$ cat config.mk
export PLATFORM = sky130hd
export DESIGN_NAME = dps_sci_stream_master
export DESIGN_NICKNAME = d
export VERILOG_FILES = /design/src/rtl/dps_sci_pkg.sv /design/src/rtl/dps_sci_stream_master.sv
export SDC_FILE = /design/constraint.sdc
export NUM_CORES = 1
export LEC_CHECK = 0
export BUFFER_PORTS_ARGS = -buffer_cell sky130_fd_sc_hd__buf_4
export CAP_MARGIN = 0
export CELL_PAD_IN_SITES_DETAIL_PLACEMENT = 0
export CELL_PAD_IN_SITES_GLOBAL_PLACEMENT = 2
export CORE_MARGIN = 1
export CORE_UTILIZATION = 21
export CTS_CLUSTER_SIZE = 20
export DETAILED_ROUTE_END_ITERATION = 6
export PLACE_DENSITY = 0.77
export SETUP_SLACK_MARGIN = 0.5
export SYNTH_ARGS = -nofsm -noshare
export SYNTH_HDL_FRONTEND = slang
export SYNTH_SLANG_ARGS = --single-unit
export TNS_END_PERCENT = 20
$ cat constraint.sdc
create_clock -name iCLOCK -period 2.3 [get_ports iCLOCK]
set_clock_uncertainty 0.2 [all_clocks]
set_input_delay 0.115 -clock iCLOCK [delete_from_list [all_inputs] [get_ports iCLOCK]]
set_output_delay 0.115 -clock iCLOCK [all_outputs]
set_load 0.005 [all_outputs]
$ cat src/rtl/dps_sci_pkg.sv
// Shared constants and FSM encoding for the DPS SCI stream master.
// Address map, CFG word bit positions and the CFG word builder.
package dps_sci_pkg;

  localparam logic [1:0] SCITX  = 2'd0;
  localparam logic [1:0] SCIRX  = 2'd1;
  localparam logic [1:0] SCICFG = 2'd2;

  localparam int CFG_TEN  = 0;
  localparam int CFG_REN  = 1;
  localparam int CFG_BDR  = 2;
  localparam int CFG_TIRE = 6;
  localparam int CFG_RIRE = 9;
  localparam int CFG_TCLR = 12;
  localparam int CFG_RCLR = 13;

  typedef enum logic [2:0] {
    ST_UNCFG,
    ST_CFG,
    ST_IDLE,
    ST_ACK,
    ST_RD,
    ST_WAIT,
    ST_OUT
  } state_t;

  function automatic logic [31:0] cfg_word(
    input logic [3:0] bdr,
    input logic [2:0] lvl
  );
    logic [31:0] w;
    w = '0;
    w[CFG_TEN] = 1'b1;
    w[CFG_REN] = 1'b1;
    w[CFG_BDR +: 4] = bdr;
    w[CFG_TIRE +: 3] = lvl;
    w[CFG_RIRE +: 3] = lvl;
    w[CFG_TCLR] = 1'b1;
    w[CFG_RCLR] = 1'b1;
    return w;
  endfunction

endpackage

$ cat src/rtl/dps_sci_stream_master.sv
// Bus initiator for the DPS SCI: config, TX stream push, IRQ-driven RX drain.
// Optional periodic RX poll enabled by DPS_SCI_STREAM_MASTER_POLL_EN.
module dps_sci_stream_master
  import dps_sci_pkg::*;
#(
  parameter logic [2:0] P_IRQ_LEVEL   = 3'h1,
  parameter logic [2:0] P_RSP_TIMEOUT = 3'd4
`ifdef DPS_SCI_STREAM_MASTER_POLL_EN
  ,
  parameter logic [7:0] P_POLL_PERIOD = 8'd255
`endif
) (
  input  logic        iCLOCK,
  input  logic        inRESET,
  input  logic        iCFG_START,
  input  logic [3:0]  iCFG_BDR,
  output logic        oCFG_DONE,
  input  logic        iTX_VALID,
  output logic        oTX_READY,
  input  logic [7:0]  iTX_DATA,
  output logic        oRX_VALID,
  input  logic        iRX_READY,
  output logic [7:0]  oRX_DATA,
  output logic        oREQ_VALID,
  output logic        oREQ_RW,
  output logic [1:0]  oREQ_ADDR,
  output logic [31:0] oREQ_DATA,
  input  logic        iREQ_BUSY,
  input  logic        iREQ_VALID,
  input  logic [31:0] iREQ_DATA,
  input  logic        iIRQ_VALID,
  output logic        oIRQ_ACK,
  output logic        oERR
);

  localparam logic [2:0] TMO_LAST = P_RSP_TIMEOUT - 3'd1;

  state_t     state_q;
  logic [3:0] bdr_q;
  logic       cfg_pend_q;
  logic [2:0] tmo_q;
  logic       cfg_req;
  logic       tx_fire;
  logic       poll_hit;
  logic       unused_rsp;

  assign unused_rsp = ^iREQ_DATA[30:8];
  assign cfg_req    = cfg_pend_q | iCFG_START;
  assign oTX_READY  = (state_q == ST_IDLE) & ~iIRQ_VALID
                    & ~cfg_req & ~iREQ_BUSY;
  assign tx_fire    = oTX_READY & iTX_VALID;
  assign oIRQ_ACK   = (state_q == ST_ACK);

`ifdef DPS_SCI_STREAM_MASTER_POLL_EN
  localparam logic [7:0] POLL_LOAD = P_POLL_PERIOD - 8'd1;

  logic [7:0] poll_q;

  always_ff @(posedge iCLOCK or negedge inRESET) begin
    if (!inRESET) begin
      poll_q <= POLL_LOAD;
    end else if (state_q != ST_IDLE || tx_fire) begin
      poll_q <= POLL_LOAD;
    end else if (poll_q != 8'd0) begin
      poll_q <= poll_q - 8'd1;
    end
  end

  assign poll_hit = (state_q == ST_IDLE) & (poll_q == 8'd0) & ~tx_fire;
`else
  assign poll_hit = 1'b0;
`endif

  always_ff @(posedge iCLOCK or negedge inRESET) begin
    if (!inRESET) begin
      state_q    <= ST_UNCFG;
      bdr_q      <= '0;
      cfg_pend_q <= 1'b0;
      tmo_q      <= '0;
      oCFG_DONE  <= 1'b0;
      oRX_VALID  <= 1'b0;
      oRX_DATA   <= '0;
      oERR       <= 1'b0;
    end else begin
      if (iCFG_START) begin
        bdr_q <= iCFG_BDR;
        oERR  <= 1'b0;
      end
      if (iCFG_START && state_q != ST_IDLE && state_q != ST_UNCFG)
        cfg_pend_q <= 1'b1;
      unique case (state_q)
        ST_UNCFG: if (iCFG_START) state_q <= ST_CFG;
        ST_CFG: begin
          oCFG_DONE <= 1'b1;
          state_q   <= ST_IDLE;
        end
        ST_IDLE: begin
          if (cfg_req) begin
            cfg_pend_q <= 1'b0;
            state_q    <= ST_CFG;
          end else if (iIRQ_VALID) begin
            state_q <= ST_ACK;
          end else if (poll_hit) begin
            state_q <= ST_RD;
          end
        end
        ST_ACK: state_q <= ST_RD;
        ST_RD: begin
          tmo_q   <= '0;
          state_q <= ST_WAIT;
        end
        ST_WAIT: begin
          // bit 31 of the RX word flags a valid byte; clear means FIFO empty
          if (iREQ_VALID) begin
            if (iREQ_DATA[31]) begin
              oRX_DATA  <= iREQ_DATA[7:0];
              oRX_VALID <= 1'b1;
              state_q   <= ST_OUT;
            end else begin
              state_q <= ST_IDLE;
            end
          end else if (tmo_q == TMO_LAST) begin
            oERR    <= 1'b1;
            state_q <= ST_IDLE;
          end else begin
            tmo_q <= tmo_q + 3'd1;
          end
        end
        ST_OUT: begin
          if (iRX_READY) begin
            oRX_VALID <= 1'b0;
            state_q   <= ST_RD;
          end
        end
        default: state_q <= ST_UNCFG;
      endcase
    end
  end

  always_comb begin
    oREQ_VALID = 1'b0;
    oREQ_RW    = 1'b0;
    oREQ_ADDR  = SCITX;
    oREQ_DATA  = '0;
    unique case (1'b1)
      state_q == ST_CFG: begin
        oREQ_VALID = 1'b1;
        oREQ_RW    = 1'b1;
        oREQ_ADDR  = SCICFG;
        oREQ_DATA  = cfg_word(bdr_q, P_IRQ_LEVEL);
      end
      state_q == ST_RD: begin
        oREQ_VALID = 1'b1;
        oREQ_ADDR  = SCIRX;
      end
      tx_fire: begin
        oREQ_VALID = 1'b1;
        oREQ_RW    = 1'b1;
        oREQ_ADDR  = SCITX;
        oREQ_DATA  = {24'h0, iTX_DATA};
      end
      default: ;
    endcase
  end

endmodule
# Word-level counts from Yosys, hierarchy flattened
# Index checks and enable logic that the tools add are counted.
dict set report op_classes {
  addsub 1
  eq_ne 16
  n_mux 26
  n_bitwise 8
  n_reduce_logical 12
}
# cell count
set ops {}
lappend ops {{14-bit case mux with 2 select lines} 1}
lappend ops {{3-bit 2-to-1 mux} 9}
lappend ops {{3-bit case mux with 7 select lines} 1}
lappend ops {{1-bit 2-to-1 mux} 12}
lappend ops {{2-bit != test, second input constant} 6}
lappend ops {{3-bit by 2-bit == test with 1-bit output, second input constant} 3}
lappend ops {{3-bit == test, second input constant} 3}
lappend ops {{4-bit AND reduction} 2}
lappend ops {{3-bit != test, second input constant} 2}
lappend ops {{3-bit case mux with 2 select lines} 1}
lappend ops {{3-bit AND reduction} 2}
lappend ops {{1-bit bitwise AND} 4}
lappend ops {{2-bit case mux with 2 select lines} 1}
lappend ops {{2-bit nonzero test} 2}
lappend ops {{3-bit by 1-bit adder with 3-bit output, second input constant} 1}
lappend ops {{3-bit by 1-bit == test with 1-bit output, second input constant} 1}
lappend ops {{3-bit logical NOT} 1}
lappend ops {{3-bit by 2-bit != test with 1-bit output, second input constant} 1}
lappend ops {{1-bit NOT} 3}
lappend ops {{3-bit nonzero test} 1}
lappend ops {{3-bit OR reduction} 1}
lappend ops {{1-bit logical AND} 2}
lappend ops {{1-bit case mux with 2 select lines} 1}
lappend ops {{2-bit OR reduction} 1}
lappend ops {{1-bit bitwise OR} 1}
dict set report word_totals {
  regBits 22
  input_bits 52
  wordCells 71
}

# Depth between registers and ports, before layout
dict set report depth {
  depth_word 7
  depth_mapped 5
  mapped_depth_nobuf 5
}

# Worst setup path after synthesis
# No wires, ideal clock.
dict set report synth_path {
  kind {register to register}
  from {reg state_q[1]}
  to {reg oRX_DATA[0]}
  setup_ps 125
  arrival_ps 1298
  t_required_ps 1975
  path_slack_ps 678
  stages_incl_launch_ff 4
  n_path_buf 1
  synth_period_minus_slack_ps 1622
  cell_sequence {dfrtp_1 > buf_2 > nor3_4 > mux2_2}
}
dict set report synth_between {
  elab_chain_len 2
}
# element line_no
set synth_lines {}
lappend synth_lines {{start: declaration} dps_sci_stream_master.sv:38} ;# state_t state_q;
lappend synth_lines {{start signal: assignment} dps_sci_stream_master.sv:76} ;# state_q <= ST_UNCFG;
lappend synth_lines {{start signal: assignment} dps_sci_stream_master.sv:92} ;# ST_UNCFG: if (iCFG_START) state_q <= ST_CFG;
lappend synth_lines {{start signal: assignment} dps_sci_stream_master.sv:95} ;# state_q <= ST_IDLE;
lappend synth_lines {{3-bit == test} dps_sci_stream_master.sv:91} ;# unique case (state_q)
lappend synth_lines {{3-bit AND reduction (no line)} --}
lappend synth_lines {{end signal: assignment} dps_sci_stream_master.sv:116} ;# oRX_DATA <= iREQ_DATA[7:0];
lappend synth_lines {{end: declaration} dps_sci_stream_master.sv:23} ;# output logic [7:0] oRX_DATA,
# No other way between the ends.
# A chain may end at the register's enable or synchronous reset.

# Worst setup path after layout
dict set report layout_path {
  from {reg state_q[2]}
  to {out oREQ_DATA[5]}
}
dict set report layout_between {
  elab_chain_len 6
}
# element line_no
set layout_lines {}
lappend layout_lines {{3-bit by 2-bit == test with 1-bit output} dps_sci_stream_master.sv:49} ;# assign oTX_READY = (state_q == ST_IDLE) & ~iIRQ_VALID
lappend layout_lines {{1-bit bitwise AND} dps_sci_stream_master.sv:49}
lappend layout_lines {{1-bit bitwise AND (2 in series)} dps_sci_stream_master.sv:50} ;# & ~cfg_req & ~iREQ_BUSY;
lappend layout_lines {{1-bit bitwise AND} dps_sci_stream_master.sv:51} ;# assign tx_fire = oTX_READY & iTX_VALID;
lappend layout_lines {{14-bit case mux with 2 select lines (*)} dps_sci_stream_master.sv:145} ;# unique case (1'b1)
lappend layout_lines {{end: declaration} dps_sci_stream_master.sv:27} ;# output logic [31:0] oREQ_DATA,
# Mark *: on every way between the ends. The rest lies on a longest branch, timed or not.

==> run_results.csv <==
group,metric,value,unit
routing,drt-initial-drc-count,31,
layout,antennaDiodeCount,0,
setup_path,crit_fanout,5,
power,p_seq_share,31.8,%
setup_path,endpoint,"oREQ_DATA[5]",
timing,min_period_over_period,84.4,%
timing,setup_viol,0,
layout,nets,254,
global_routing,antenna_found_initial,0,
power,p_leak,1.02,nW
setup_path,worstSetupPathType,"flip-flop to output pin",
floorplanning,die_h,80.4,µm
synth,synth-seq-cells,22,
run_status,status,"completed",
timing,min_period,1.94,ns
place,gp_congestion,0.627,
routing,first_pass_iters,4,
floorplanning,dieArea,6470,µm²
setup_path,r2r_slack,0.51,ns
job,max-cap-violations,0,
layout,drive_above_1_share,49.2,%
synth,syn_avg_cell_area,10.9,µm²
min_path,min_path_type,"input port to flip-flop",
routing,routedWlPerCell,11.3,µm
cts,cts_buffers,3,
floorplanning,row_count,28,
floorplanning,io_pins,101,
timing,hold_violations,0,
cts,cts_tree,"yes",
floorplanning,core,5920,µm²
setup_path,cp-startpoint,"state_q[2]",
setup_path,r2r-end,"oRX_DATA[6]",
place,io_buffers,56,
cts,clock_latency,0.26,ns
timing,max_freq,515,MHz
setup_path,end_kind,"output pin",
power,clkPwrFrac,18.7,%
cts,clk_pin_slew_worst_paths,0.09,ns
synth,syn_inst,119,
power,irDropWorstVdd,330,µV
routing,drc,0,
routing,viasPerCell,3.89,
power,total_power,1.96,mW
synth,netlist_area,1290,µm²
cts,htreeDepth,1,
power,p_sw_share,31.9,%
cts,cts-root-buf,"clkbuf_8",
timing,tns,0,ns
synth,yosys_warnings,0,
routing,ant_nets,0,
floorplanning,start_util,21.8,%
power,intPower,1.34,mW
setup_path,cp-start-kind,"flip-flop",
synth,ys_types,33,
setup_path,arrival,1.63,ns
setup_path,reg2reg_from,"state_q[0]",
synth,seq_area_frac_synth,42.6,%
timing,final_max_slew_viol_count,0,
setup_path,ff2ff_path_depth,4,
cts,cts.path.max_buffers,2,
setup_path,crit_required,1.99,ns
global_routing,grt_overflow,0,
floorplanning,fp.dieW,80.4,µm
global_routing,grt_max_degree,23,
cts,cts_sinks,22,
layout,areaGrowthSynthToFinish,57.0,%
synth,synth-edff-count,0,
synth,ys_async_sr_fraction,100,%
global_routing,grt_usage,8.99,%
place,place_hpwl,2040,µm
power,combPwrFrac,49.6,%
global_routing,grt_pass1_vias,968,
routing,num_vias,1067,
power,power-per-cell-area,969,nW/µm²
routing,wirelength,3110,µm
global_routing,grt_pass1_wl,4500,µm
timing,grt_setup_unrepaired,"yes",
power,power_switching,627,µW
synth,ys.flop_type,"dfrtp_1",
==> metal layers <==
metal,routed length (µm),vias up,GRT usage [%]
met4,8,0,2.14
li1,-,524,-
met2,1590,45,16.9
met1,1300,496,10.2
met5,0,-,0
met3,211,2,1.93
==> logic make-up (layout without fill, tap and decap cells) <==
family,Yosys count,after routing,synth area share [%]
simple gates,28,29,14.8
compound gates,17,17,9.79
fa+ha+maj,2,2,1.94
mux,15,15,12.8
buf+inv,34,93,17.7
other cells,1,21,0.290
flops,22,22,42.6
==> sequential cells by signal, summed over array words and instances, names as in the netlist <==
register and flops:
bdr_q 4, oRX_DATA 8, state_q 3, oRX_VALID 1, oERR 1, tmo_q 3, oCFG_DONE 1, cfg_pend_q 1
==> critical path, cell delays in order, from the launching register on <==
cell     delay (ns)
dfrtp_2        0.46
nor4_4         0.35
and4_4         0.31
a22o_1         0.14
buf_4          0.10
==> stage by stage <==
step / cells / setup WS, ns / hold WS [ns] / utilization (%) / instance area, µm²
floorplan: 139 / 0.678 / -0.381 / - / 1370
global placement: 245 / 0.501 / -0.169 / 28.7 / 1700
detailed placement: 245 / 0.478 / -0.166 / 28.7 / 1700
CTS: 270 / 0.358 / 0.00172 / 33.5 / 1980
global route: 274 / 0.290 / 0.0100 / 34.2 / 2030
finish: 274 / 0.359 / 0.00661 / 34.2 / 2030
==> synth_stat cells (all sizes together) (2+ instances only) <==
master / instances / area share (%)
buf: 28 / 16
dfrtp: 22 / 43
mux2: 12 / 10
nand2: 7 / 2.6
inv: 6 / 1.7
a22o: 5 / 3.4
nor2: 5 / 1.5
or2: 4 / 1.9
a21o: 3 / 1.7
mux2i: 3 / 2.3
o21ai: 3 / 1.2
ha: 2 / 1.9
nand2b: 2 / 0.97
nor3: 2 / 1.6
nor4: 2 / 2.6
==> how the worst min path moves through the flow <==
stage	slack [ns]	end	cells past startpoint	from
final	0.007	bdr_q[0]	2	iCFG_START
after global routing	0.01	bdr_q[3]	2	iCFG_START
after CTS	0.002	bdr_q[0]	2	iCFG_START
after detailed placement	-0.17	oCFG_DONE	1	inRESET
after global placement	-0.17	oCFG_DONE	1	inRESET
after floorplan	-0.38	bdr_q[0]	0	inRESET
==> cells in the final DEF (no fill, tap or decap), drive strengths merged, types with 3 or more instances in the layout <==
cell | synthesis | routed
nor2 | 5 | 5
dfrtp | 22 | 22
a22o | 5 | 5
nand2 | 7 | 7
conb | 1 | 21
mux2i | 3 | 3
clkbuf | 0 | 3
dlygate4sd3 | 0 | 16
inv | 6 | 6
a21o | 3 | 3
mux2 | 12 | 12
buf | 28 | 66
or2 | 4 | 4
o21ai | 3 | 3
==> layout make-up <==
| class | instances | area (µm²) |
|---|---|---|
| flip-flops and latches | 22 | 554 |
| fillers | 624 | 3890 |
| well taps | 75 | 93.8 |
| multi-input cells | 84 | 614 |
| clock buffers | 3 | 41.3 |
| repair buffers | 83 | 671 |
| inverters | 6 | 22.5 |
| clock inverters | 1 | 30.0 |
==> power by group through the flow <==
stage               Clock [mW]  Sequential, mW  Combinational (mW)
global placement             0           0.629               0.808
floorplan                    0           0.611               0.469
finish                   0.366           0.624               0.973
CTS                      0.378           0.628               0.911
detailed placement           0           0.632               0.815
global route             0.390           0.646                1.07
==> repair_timing <==
item                                    in CTS  in global routing
endpoints found under the setup margin      19                 28
resized for setup                            4                  4
hold buffers                                16                  0
hold endpoints to repair                    40                  0
setup buffers                                4                  3
pin swaps                                    3                  5
cloned                                       1                  1
Power figures use the tool's default switching activity.
